==> src/rtl/word_arb_pkg.sv <==
// Shared types and constants for the byte-stream word arbiter and its helpers.
package word_arb_pkg;

    typedef enum logic [1:0] {
        IDLE  = 2'd0,
        BURST = 2'd1,
        PAD   = 2'd2
    } arb_state_e;

    localparam int NUM_REQ_DEF        = 4;
    localparam int BYTES_PER_WORD_DEF = 4;
    localparam int CNT_W              = $clog2(BYTES_PER_WORD_DEF);
    localparam int ID_W               = $clog2(NUM_REQ_DEF);
    localparam logic [7:0] PAD_BYTE   = 8'h00;

    // Counter width that stays at least one bit for degenerate sizes.
    function automatic int safe_w(input int n);
        return (n > 1) ? $clog2(n) : 1;
    endfunction

endpackage

==> src/rtl/rr_picker.sv <==
// Combinational rotate-priority encoder: first valid requester at or after rr_ptr,
// wrapping around. Shared by the arbiters of the mux front end.
module rr_picker #(
    parameter int N    = 4,
    parameter int ID_W = $clog2(N)
) (
    input  logic [N-1:0]    req_valid,
    input  logic [ID_W-1:0] rr_ptr,
    output logic [ID_W-1:0] winner,
    output logic            any_valid
);

    function automatic logic [ID_W-1:0] rot(input logic [ID_W-1:0] p, input int k);
        return ID_W'((int'(p) + k) % N);
    endfunction

    // Scan from the farthest position back toward rr_ptr so the nearest valid one wins.
    always_comb begin
        winner    = '0;
        any_valid = |req_valid;
        for (int k = N - 1; k >= 0; k--) begin
            winner = req_valid[rot(rr_ptr, k)] ? rot(rr_ptr, k) : winner;
        end
    end

endmodule

==> src/rtl/word_arbiter_8_32.sv <==
// Round-robin byte arbiter feeding the 8->32 mux; one requester owns a full word per turn.
// Optional stall padding is enabled with the macro WORD_TIMEOUT_EN.
module word_arbiter_8_32
    import word_arb_pkg::*;
#(
    parameter int NUM_REQ        = 4,
    parameter int DATA_W         = 8,
    parameter int BYTES_PER_WORD = 4,
    parameter int TIMEOUT_CYC    = 8
) (
    input  logic                         clk_4f,
    input  logic                         reset,
    input  logic [NUM_REQ-1:0]           req_valid,
    input  logic [NUM_REQ*DATA_W-1:0]    req_data,
    output logic [NUM_REQ-1:0]           req_ready,
    output logic [DATA_W-1:0]            data_out,
    output logic                         valid_out,
    output logic [$clog2(NUM_REQ)-1:0]   grant_id,
    output logic                         word_start,
    output logic                         word_end,
    output logic                         timeout_out
);

    localparam int GID_W  = $clog2(NUM_REQ);
    localparam int BCNT_W = safe_w(BYTES_PER_WORD);
    localparam logic [BCNT_W-1:0] LAST_CNT = BCNT_W'(BYTES_PER_WORD - 1);
    localparam logic [GID_W-1:0]  LAST_ID  = GID_W'(NUM_REQ - 1);

    arb_state_e          state_r;
    arb_state_e          state_s;
    logic [GID_W-1:0]    rr_ptr_r;
    logic [GID_W-1:0]    rr_ptr_s;
    logic [GID_W-1:0]    winner_s;
    logic [GID_W-1:0]    src_s;
    logic [BCNT_W-1:0]   byte_cnt_r;
    logic [BCNT_W-1:0]   byte_cnt_s;
    logic [BCNT_W-1:0]   cur_cnt_s;
    logic                any_valid_s;
    logic                emit_s;
    logic                pad_s;
    logic                last_s;
    logic [NUM_REQ-1:0]  ready_s;
    logic [DATA_W-1:0]   data_s;
`ifdef WORD_TIMEOUT_EN
    localparam int STALL_W = safe_w(TIMEOUT_CYC + 1);
    localparam logic [STALL_W-1:0] STALL_MAX = STALL_W'(TIMEOUT_CYC - 1);
    logic [STALL_W-1:0]  stall_r;
    logic [STALL_W-1:0]  stall_s;
`endif

    rr_picker #(
        .N    (NUM_REQ),
        .ID_W (GID_W)
    ) u_picker (
        .req_valid (req_valid),
        .rr_ptr    (rr_ptr_r),
        .winner    (winner_s),
        .any_valid (any_valid_s)
    );

    assign req_ready = reset ? {NUM_REQ{1'b0}} : ready_s;

    // Grant selection, byte emission and next-state decision for the current cycle.
    always_comb begin
        state_s    = state_r;
        rr_ptr_s   = rr_ptr_r;
        byte_cnt_s = byte_cnt_r;
        cur_cnt_s  = byte_cnt_r;
        ready_s    = '0;
        emit_s     = 1'b0;
        pad_s      = 1'b0;
        src_s      = grant_id;
`ifdef WORD_TIMEOUT_EN
        stall_s    = stall_r;
`endif
        case (state_r)
            IDLE: begin
                cur_cnt_s = '0;
                if (any_valid_s) begin
                    ready_s[winner_s] = 1'b1;
                    emit_s            = 1'b1;
                    src_s             = winner_s;
                end else begin
                    emit_s = 1'b0;
                end
            end
            BURST: begin
                ready_s[grant_id] = 1'b1;
                emit_s            = req_valid[grant_id];
            end
`ifdef WORD_TIMEOUT_EN
            PAD: begin
                emit_s = 1'b1;
                pad_s  = 1'b1;
            end
`endif
            default: begin
                state_s = IDLE;
            end
        endcase

        last_s = (cur_cnt_s == LAST_CNT);
        data_s = pad_s ? DATA_W'(PAD_BYTE) : req_data[src_s*DATA_W +: DATA_W];

        if (emit_s) begin
`ifdef WORD_TIMEOUT_EN
            stall_s = '0;
`endif
            if (last_s) begin
                state_s    = IDLE;
                byte_cnt_s = '0;
                rr_ptr_s   = (src_s == LAST_ID) ? GID_W'(0) : src_s + GID_W'(1);
            end else begin
                state_s    = pad_s ? PAD : BURST;
                byte_cnt_s = cur_cnt_s + BCNT_W'(1);
            end
        end else begin
`ifdef WORD_TIMEOUT_EN
            // A granted requester that keeps stalling forfeits the rest of its word.
            if (state_r == BURST) begin
                if (stall_r == STALL_MAX) begin
                    state_s = PAD;
                    stall_s = '0;
                end else begin
                    stall_s = stall_r + STALL_W'(1);
                end
            end else begin
                stall_s = '0;
            end
`else
            state_s = state_r;
`endif
        end
    end

    // State and registered output stage; data_out and grant_id hold when nothing is emitted.
    always_ff @(posedge clk_4f) begin
        if (reset) begin
            state_r     <= IDLE;
            rr_ptr_r    <= '0;
            byte_cnt_r  <= '0;
            data_out    <= '0;
            valid_out   <= 1'b0;
            grant_id    <= '0;
            word_start  <= 1'b0;
            word_end    <= 1'b0;
            timeout_out <= 1'b0;
`ifdef WORD_TIMEOUT_EN
            stall_r     <= '0;
`endif
        end else begin
            state_r     <= state_s;
            rr_ptr_r    <= rr_ptr_s;
            byte_cnt_r  <= byte_cnt_s;
            data_out    <= emit_s ? data_s : data_out;
            valid_out   <= emit_s;
            grant_id    <= emit_s ? src_s : grant_id;
            word_start  <= emit_s && (cur_cnt_s == BCNT_W'(0));
            word_end    <= emit_s && last_s;
            timeout_out <= pad_s;
`ifdef WORD_TIMEOUT_EN
            stall_r     <= stall_s;
`endif
        end
    end

endmodule

==> config.mk <==
export PLATFORM = sky130hd
export DESIGN_NAME = word_arbiter_8_32
export DESIGN_NICKNAME = d
export VERILOG_FILES = /design/src/rtl/word_arb_pkg.sv /design/src/rtl/rr_picker.sv /design/src/rtl/word_arbiter_8_32.sv
export SDC_FILE = /design/constraint.sdc
export NUM_CORES = 1
export LEC_CHECK = 0
export BUFFER_PORTS_ARGS = -buffer_cell sky130_fd_sc_hd__buf_2
export CORE_MARGIN = 2
export CORE_UTILIZATION = 49
export CTS_BUF_LIST = sky130_fd_sc_hd__clkbuf_4 sky130_fd_sc_hd__clkbuf_8
export DETAILED_ROUTE_END_ITERATION = 6
export GPL_ROUTABILITY_DRIVEN = 0
export GPL_TIMING_DRIVEN = 1
export PLACE_DENSITY = 0.82
export SLEW_MARGIN = 20
export SYNTH_ARGS = -nofsm -noshare
export SYNTH_HDL_FRONTEND = slang
export SYNTH_HIERARCHICAL = 1
export SYNTH_SLANG_ARGS = --single-unit
==> constraint.sdc <==
create_clock -name clk_4f -period 2.5 [get_ports clk_4f]
set_input_delay 0.125 -clock clk_4f [delete_from_list [all_inputs] [get_ports clk_4f]]
set_output_delay 0.125 -clock clk_4f [all_outputs]
set_load 0.03 [all_outputs]
[After elaboration in Yosys (flattened, before gate mapping)]
Index checks and enable logic that the tools add are counted.
Storage, ports and cells
  register bits: 19
  logic and storage cells: 62
Cells by class
  add/sub/neg operators: 5
  reduce and logical (&&, ||, !) cells: 8
  magnitude comparators: 8
  equal/unequal tests: 3
  shifts and indexed selects: 1
  muxes and demuxes: 29
Operators by type and width (number)
  32-bit by 6-bit indexed part select with 8-bit output: 1
  2-bit by 3-bit < comparator with 1-bit output (second input constant): 6
  2-bit two-way mux: 9
  1-bit binary-select mux with 2-bit select: 5
  1-bit two-way mux: 9
  4-bit two-way mux: 2
  4-bit one-hot mux with 2 select lines: 1
  2-bit by 1-bit adder with 2-bit output (second input constant): 3
  2-bit adder (second input constant): 2
  1-bit demux with 2-bit select: 2
  2-bit equality test (second input constant): 2
  2-bit by 1-bit >= comparator with 1-bit output (second input constant): 2
  1-bit logical AND: 4
  2-bit zero test: 2
  4-bit OR reduction: 1
  2-bit by 1-bit equality test with 1-bit output (second input constant): 1
  1-bit one-hot mux with 2 select lines: 1
  2-bit AND reduction: 1

[Depth between registers and ports, before layout]
Gate-level depths: netlist of the first run.
  depth after elaboration: 14
  gate-level depth with buffers: 12
  mapped depth without buffers: 9

[Modules after synthesis]
The synthesis of the first run kept the hierarchy.
By module, submodules not included
  word_arbiter_8_32: cells each 151, instances 1, area each 1218.7 um^2
  rr_picker: cells each 13, instances 1, area each 76.3 um^2

[Worst setup path after synthesis of the first run]
Ideal clock, no wire load.
  kind: reg2reg
  start point: register rr_ptr_r[1]
  end point: register rr_ptr_r[1]
  path buffers: 3
  cell stages (with the launch flop): 11
  arrival: 1.789 ns
  library setup time: 0.132 ns
  setup slack: 0.578 ns
  required time: 2.368 ns
  path through: dfxtp_1 o21ai_0 a221oi_1 and3b_1 buf_6 a21o_1 buf_6 buf_6 ha_1 nand3_1 a21oi_1
Between the ends
  cells in the longest elaborated chain, start to end: 11
Ends and longest elaborated chain
  start, declared: RTL line word_arbiter_8_32.sv:31  | logic [GID_W-1:0] rr_ptr_r;
  start signal, assigned: RTL line word_arbiter_8_32.sv:153  | rr_ptr_r <= rr_ptr_s;
  2-bit adder: RTL line rr_picker.sv:14  | return ID_W'((int'(p) + k) % N);
  1-bit binary-select mux with 2-bit select: RTL line rr_picker.sv:22  | winner = req_valid[rot(rr_ptr, k)] ? rot(rr_ptr, k) : winner;
  1-bit two-way mux (implied by the code): RTL line rr_picker.sv:22
  2-bit two-way mux (3 in series): RTL line rr_picker.sv:22
  2-bit two-way mux *: RTL line rr_picker.sv:22
  via winner_s[1]: RTL line word_arbiter_8_32.sv:33  | logic [GID_W-1:0] winner_s;
  2-bit two-way mux *: RTL line word_arbiter_8_32.sv:79  | if (any_valid_s) begin
  2-bit two-way mux *: RTL line word_arbiter_8_32.sv:76  | case (state_r)
  via src_s[1]: RTL line word_arbiter_8_32.sv:34  | logic [GID_W-1:0] src_s;
  2-bit by 1-bit adder with 2-bit output or 2-bit equality test (tied branches): RTL line word_arbiter_8_32.sv:112  | rr_ptr_s = (src_s == LAST_ID) ? GID_W'(0) : src_s + GID_W'(1);
  2-bit two-way mux *: RTL line word_arbiter_8_32.sv:112
The timed path passes the listed nets; every way through them passes the cells marked *. The select of a mux whose other input is x is not followed.
A chain may end at the register's enable or synchronous reset.

[Final worst setup path of the first run]
  start point: register rr_ptr_r[1]
  end point: register rr_ptr_r[0]
Between the ends
  cells in the longest elaborated chain, start to end: 11
Ends and longest elaborated chain (RTL line)
  2-bit adder: rr_picker.sv:14
  1-bit binary-select mux with 2-bit select: rr_picker.sv:22
  1-bit two-way mux (implied by the code): rr_picker.sv:22
  2-bit two-way mux (3 in series): rr_picker.sv:22
  2-bit two-way mux *: rr_picker.sv:22
  via winner_s[1]: word_arbiter_8_32.sv:33
  2-bit two-way mux *: word_arbiter_8_32.sv:79
  2-bit two-way mux *: word_arbiter_8_32.sv:76
  2-bit equality test *: word_arbiter_8_32.sv:112
  2-bit two-way mux *: word_arbiter_8_32.sv:112
Marked as above.

==> results of run 1 <==
==> flip-flops by register name, summed over array words and instances, names as in the netlist <==
signal,flops
byte_cnt_r,2
word_end,1
state_r,1
rr_ptr_r,2
grant_id,2
valid_out,1
data_out,8
word_start,1
==> area by class of cell <==
cell class / instances / area (um^2)
Fill cell: 236 / 955
Multi-Input combinational cell: 107 / 738
Sequential cell: 18 / 360
Timing Repair Buffer: 58 / 300
Inverter: 23 / 86.3
Tap cell: 30 / 37.5
Clock buffer: 3 / 22.5
==> critical path: cells and delay by family, from the launching register on <==
family          cells  cell delay, ns
compound gates      4            1.02
flops               1            0.43
simple gates        3            0.38
fa+ha+maj           1            0.25
==> routing by layer <==
| layer | vias to the layer above | track usage, % | wire, um |
|---|---|---|---|
| met5 | - | 0 | 0 |
| met4 | 0 | 6.62 | 17 |
| met3 | 2 | 5.15 | 194 |
| met2 | 49 | 41.2 | 1800 |
| met1 | 607 | 25.8 | 1410 |
| li1 | 684 | - | - |
==> kinds of logic (layout without fill, tap and decap cells) <==
logic type / after synthesis / count (layout)
and+or+nand+nor: 42 / 42
other: 1 / 1
DFF: 18 / 18
AOI/OAI and AO/OA: 57 / 57
adders and majority gates: 3 / 3
muxes: 4 / 4
buffers and inverters: 39 / 84
==> worst paths after layout <==
kind	start	to	slack [ns]	depth (start not counted)
setup / recovery	rr_ptr_r[1]	rr_ptr_r[0]	0.31	8
hold reg to reg	byte_cnt_r[1]	byte_cnt_r[1]	0.46	2
hold / removal	req_data[31]	data_out[7]	0.20	3
setup reg to reg	rr_ptr_r[1]	rr_ptr_r[0]	0.31	8
==> per-stage QoR <==
step,cells,util (%),hold WS [ns],setup WS (ns)
6_report,239,61.8,0.205,0.306
5_1_grt,239,61.8,0.216,0.0489
4_1_cts,239,61.8,0.203,0.301
3_5_place_dp,236,60.9,0.447,0.324
3_3_place_gp,236,60.9,0.439,0.410
2_1_floorplan,164,-,0.305,0.578
==> report_power, final <==
group	internal [W]	leakage (nW)	switching [W]	total, W
sequential	0.000310	0.148	0.0000154	0.000325
clock	0.0000560	0.0138	0.0000864	0.000142
combinational	0.0000860	0.582	0.000148	0.000234
total	0.000452	0.744	0.000250	0.000701
==> synthesized netlist by cell type, types with 2 or more instances <==
cell and instances:
a211oi_1 32, inv_1 22, dfxtp_1 18, nor2_1 16, nand3b_1 9, o41ai_1 7
nand2_1 6, a21oi_1 5, buf_6 5, buf_2 4, clkbuf_1 4, mux2i_1 4
nand2b_1 4, o21ai_0 4, ha_1 3, buf_4 2, nor3_1 2
==> impl_metrics.env, run 1 <==
export IMPL_synth_area_um2=1290
export IMPL_firstDrtPassIters=4
export IMPL_cap_violations=0
export IMPL_crit_path_start_kind="flip-flop"
export IMPL_skew_ns=0.0112
export IMPL_p_total_w=0.000701
export IMPL_worstPathRequired_ns=2.67
export IMPL_yosys_warnings=6
export IMPL_clkLatencyLatePin_ns=0.29
export IMPL_synth_edf_count=0
export IMPL_slew_headroom_pct=62.7
export IMPL_clk_pin_slew_worst_paths_ns=0.11
export IMPL_path_class="reg -> reg"
export IMPL_rsz0062_at_grt="false"
export IMPL_numCtsBuffers=3
export IMPL_std_cell_rows=18
export IMPL_grt_pass1_vias=1242
export IMPL_postCtsSetupRepairBufs=0
export IMPL_synth_simple_area_share_pct=16.8
export IMPL_placed_area_um2=1520
export IMPL_synth_cells=164
export IMPL_avgSynthCellArea_um2=7.90
export IMPL_endpoint_kind="flip-flop"
export IMPL_nNetsFinal=252
export IMPL_synthMuxAreaShare_pct=3.09
export IMPL_period_minus_slack_ns=2.19
export IMPL_cts_buffer_depth=2
export IMPL_hp_class="in -> reg"
export IMPL_wl_per_cell_um=14.3
export IMPL_ys_types=34
export IMPL_outcome="finished, final reports clean"
export IMPL_io_buffer_count=54
export IMPL_grt_use_total_pct=22.5
export IMPL_cts_tree="done"
export IMPL_path_cells="o21ai_0 > a221oi_1 > and3b_1 > a21o_1 > ha_1 > nor2_1 > nand4_1 > o21ai_0"
export IMPL_die_h_um=55.4
export IMPL_cp_max_fo=18
export IMPL_diodes=0
export IMPL_final_area_um2=1550
export IMPL_synth_compound_area_share_pct=33.9
export IMPL_setup_violations_final=0
export IMPL_ys_async_sr_fraction_pct=0
export IMPL_p_leak_nw=0.744
export IMPL_initial_utilization_pct=51.8
export IMPL_htreeDepth=1
export IMPL_arrival_ns=2.36
export IMPL_synth_seq_cells=18
export IMPL_hold_violations=0
export IMPL_synthesis_nets=205
export IMPL_power_density_nw_per_um2=454
export IMPL_synth_top_family_by_area="compound AO/OA/AOI/OAI gates"
export IMPL_syn_to_final_growth_pct=19.3
export IMPL_synth_top_area_share_pct=27.8
export IMPL_vias=1342
export IMPL_worstMarginPinSlew_ns=0.560
export IMPL_first_iter_violations=34
export IMPL_finalMaxSlewViolations=0
export IMPL_layout_common_cells="buf_2 (54), a211oi_1 (32), inv_1 (22)"
export IMPL_slowest_delay_ns=0.45
export IMPL_fin_tns_setup_ns=0
export IMPL_ys_flop_type="dfxtp_1"
export IMPL_grt_max_degree=31
export IMPL_synthXorXnorAreaFrac_pct=0
export IMPL_drc_errors=0
export IMPL_path_common_cell="o21ai_0"
export IMPL_routed_wl_um=3420
export IMPL_fin_crit_sh_pct=87.8
export IMPL_post_route_cells_drive_above_1_share_pct=30.6
export IMPL_slowest_stage="a21o_1"
export IMPL_place_hpwl_um=2610
export IMPL_core_um2=2500
export IMPL_viasPerCell=5.62
export IMPL_yosysTopAreaCell="dfxtp_1"
export IMPL_antenna_found_initial=0
export IMPL_synth_fa_ha_area_share_pct=2.90
export IMPL_ant_nets=0
export IMPL_ioPinCount=56
export IMPL_grt_pass1_wl_um=5570
export IMPL_grt_overflow=0
export IMPL_max_freq_mhz=456
export IMPL_cts_sinks=18
export IMPL_die_area_um2=3070
export IMPL_synth_area_leaders="dfxtp_1 (28%), a211oi_1 (19%), inv_1 (6.4%)"
export IMPL_cts_resized=0
export IMPL_ctsHoldBuffers=0
export IMPL_root_buffer="clkbuf_4"
export IMPL_die_w_um=55.4
export IMPL_peakVddDrop_mv=0.349
export IMPL_final_common_cell="buf_2"
export IMPL_synth_seq_area_share_pct=27.8
No activity file was read; power rests on OpenSTA's default activity.
==> run 2, diff against run 1 <==
--- a/config.mk
+++ b/config.mk
@@ -5,15 +5,16 @@
 export SDC_FILE = /design/constraint.sdc
 export NUM_CORES = 1
 export LEC_CHECK = 0
+export ABC_AREA = 1
 export BUFFER_PORTS_ARGS = -buffer_cell sky130_fd_sc_hd__buf_2
 export CORE_MARGIN = 2
-export CORE_UTILIZATION = 49
+export CORE_UTILIZATION = 50
 export CTS_BUF_LIST = sky130_fd_sc_hd__clkbuf_4 sky130_fd_sc_hd__clkbuf_8
 export DETAILED_ROUTE_END_ITERATION = 6
 export GPL_ROUTABILITY_DRIVEN = 0
 export GPL_TIMING_DRIVEN = 1
-export PLACE_DENSITY = 0.82
-export SLEW_MARGIN = 20
+export PLACE_DENSITY = 0.83
+export SLEW_MARGIN = 10
 export SYNTH_ARGS = -nofsm -noshare
 export SYNTH_HDL_FRONTEND = slang
 export SYNTH_HIERARCHICAL = 1
==> run 2 against run 1 <==
  * Synthesized cell count rose by 37%
  * Clock-buffer cell count rose by 1
  * Critical path depth rose by 4
  * Setup slack got worse by 0.037 ns
  * Largest power group is now combinational cells
  * Register-to-register slack got worse by 0.03 ns
  * Critical endpoint is now req_ready[3]
==> impl_metrics.env, run 2 <==
export IMPL_outcome="finished, final reports clean"
export IMPL_firstDrtPassIters=4
export IMPL_layout_common_cells="nand2_1 (64), buf_2 (54), nand3_1 (52)"
export IMPL_placed_area_um2=1630
export IMPL_root_buffer="clkbuf_4"
export IMPL_numCtsBuffers=3
export IMPL_avgSynthCellArea_um2=6.03
export IMPL_synth_top_area_share_pct=26.6
export IMPL_yosys_warnings=6
export IMPL_post_route_cells_drive_above_1_share_pct=28.9
export IMPL_initial_utilization_pct=53.8
export IMPL_synth_common_cells="nand2_1 (64), nand3_1 (52), inv_1 (22)"
export IMPL_cts_tree="done"
export IMPL_io_buffer_count=54
export IMPL_yosysTopAreaCell="dfxtp_1"
export IMPL_drc_errors=0
export IMPL_cts_sinks=18
export IMPL_viasPerCell=5.16
export IMPL_fin_crit_sh_pct=89.2
export IMPL_cp_max_fo=9
export IMPL_final_area_um2=1660
export IMPL_syn_to_final_growth_pct=22.5
export IMPL_clk_pin_slew_worst_paths_ns=0.11
export IMPL_routed_wl_um=3430
export IMPL_grt_pass1_vias=1370
export IMPL_nNetsFinal=319
export IMPL_die_h_um=56.1
export IMPL_grt_pass1_wl_um=5690
export IMPL_cts_buffer_depth=2
export IMPL_rr_startpoint="rr_ptr_r[0]"
export IMPL_cp_startpoint="rr_ptr_r[0]"
export IMPL_grt_overflow=0
export IMPL_period_minus_slack_ns=2.23
export IMPL_final_common_cell="nand2_1"
export IMPL_fin_tns_setup_ns=0
export IMPL_yosysMostFrequentCell="nand2_1"
export IMPL_postCtsSetupRepairBufs=0
export IMPL_grt_max_degree=19
export IMPL_setup_violations_final=0
export IMPL_largest_reg_flops=8
export IMPL_ys_async_sr_fraction_pct=0
export IMPL_std_cell_rows=18
export IMPL_p_clk_share_pct=20.3
export IMPL_ys_types=23
export IMPL_synth_seq_cells=18
export IMPL_vias=1584
export IMPL_grt_use_total_pct=21.8
export IMPL_rsz0062_at_grt="false"
export IMPL_switching_share_pct=40.5
export IMPL_cts_resized=0
export IMPL_max_freq_mhz=448
export IMPL_hp_class="in -> reg"
export IMPL_power_frac_seq_pct=38.2
export IMPL_fin_hold_ws_ns=0.124
export IMPL_ioPinCount=56
export IMPL_htreeDepth=1
export IMPL_synth_area_leaders="dfxtp_1 (27%), nand3_1 (19%), nand2_1 (18%)"
export IMPL_ctsHoldBuffers=0
export IMPL_synthesis_nets=266
export IMPL_first_iter_violations=46
export IMPL_power_report_internal_total_w=0.000535
export IMPL_diodes=0
export IMPL_finalMaxSlewViolations=0
export IMPL_die_w_um=56.1
export IMPL_core_um2=2520
export IMPL_synth_edf_count=0
export IMPL_path_class="reg -> out"
export IMPL_p_sw_w=0.000364
export IMPL_cap_violations=0
export IMPL_wl_per_cell_um=11.2
export IMPL_skew_ns=0.00493
export IMPL_p_comb_share_pct=41.5
export IMPL_hold_violations=0
export IMPL_hold_start="reset"
export IMPL_arrival_ns=2.11
export IMPL_clkLatencyLatePin_ns=0.30
export IMPL_ant_nets=0
export IMPL_synth_area_um2=1360
export IMPL_crit_path_start_kind="flip-flop"
export IMPL_antenna_found_initial=0
export IMPL_power_density_nw_per_um2=541
export IMPL_endpoint_kind="output port"
export IMPL_die_area_um2=3140
export IMPL_top_register="data_out"
export IMPL_p_leak_nw=0.942
export IMPL_synth_seq_area_share_pct=26.6
export IMPL_ys_flop_type="dfxtp_1"
export IMPL_peakVddDrop_mv=0.385
export IMPL_synth_cells=225
export IMPL_place_hpwl_um=2590
export IMPL_worstPathRequired_ns=2.38
[run 2: kinds of logic (layout without fill, tap and decap cells)]
group           after synthesis  after routing  share of synthesized area [%]
compound gates               20             20                           7.75
fa+ha+maj                     3              3                           2.77
simple gates                148            148                           51.4
other cells                   1              1                          0.276
buf+inv                      35             87                           11.3
flops                        18             18                           26.6
[run 2: critical path, cell delays in order (launching register included)]
cell and delay (ns):
dfxtp_1 0.39, o21ai_0 0.33, nand2_1 0.11, nand3_2 0.09, nand2_1 0.05, nand2_1 0.05, nand2_1 0.06, inv_1 0.13
nand3_2 0.13, nor2_1 0.13, a31oi_1 0.05, nor2_1 0.09, buf_2 0.20
[run 2: layer usage]
| metal | up-vias | part of all wire (%) | track usage (%) |
|---|---|---|---|
| met1 | 696 | 46 | 28.5 |
| met4 | 0 | 1.3 | 7.14 |
| met2 | 52 | 47 | 36.6 |
| met5 | - | 0 | 0 |
| met3 | 7 | 5.1 | 3.26 |
| li1 | 829 | - | - |
[run 2: power groups by stage]
stage               Combinational [W]  Clock (W)  Sequential [W]
detailed placement           0.000371          0        0.000350
global placement             0.000366          0        0.000349
finish                       0.000373   0.000182        0.000344
global route                 0.000419   0.000200        0.000348
floorplan                    0.000221          0        0.000404
CTS                          0.000373   0.000184        0.000343
[run 2: final cells by class]
cell class	count	area (um^2)
clock buffer	4	36.3
fill	239	861
inverter	28	106
multi-input combinational	172	843
sequential	18	360
tap	30	37.5
timing repair buffer	55	278
[run 2: worst paths after layout]
path	cells after the start	slack (ns)	end
setup / recovery	12	0.27	req_ready[3]
hold / removal	2	0.12	grant_id[1]
setup reg to reg	16	0.28	rr_ptr_r[1]
hold reg to reg	2	0.55	byte_cnt_r[0]
[run 2: metrics by stage]
| stage | std cells | util, % | power (W) | setup WS (ns) |
|---|---|---|---|---|
| 3_5_place_dp | 303 | 64.4 | 0.000721 | 0.353 |
| 4_1_cts | 307 | 65.9 | 0.000900 | 0.272 |
| 5_1_grt | 307 | 65.9 | 0.000967 | 0.0290 |
| 6_report | 307 | 65.9 | 0.000900 | 0.269 |
| 2_1_floorplan | 225 | - | 0.000626 | 0.395 |
| 3_3_place_gp | 303 | 64.4 | 0.000715 | 0.439 |
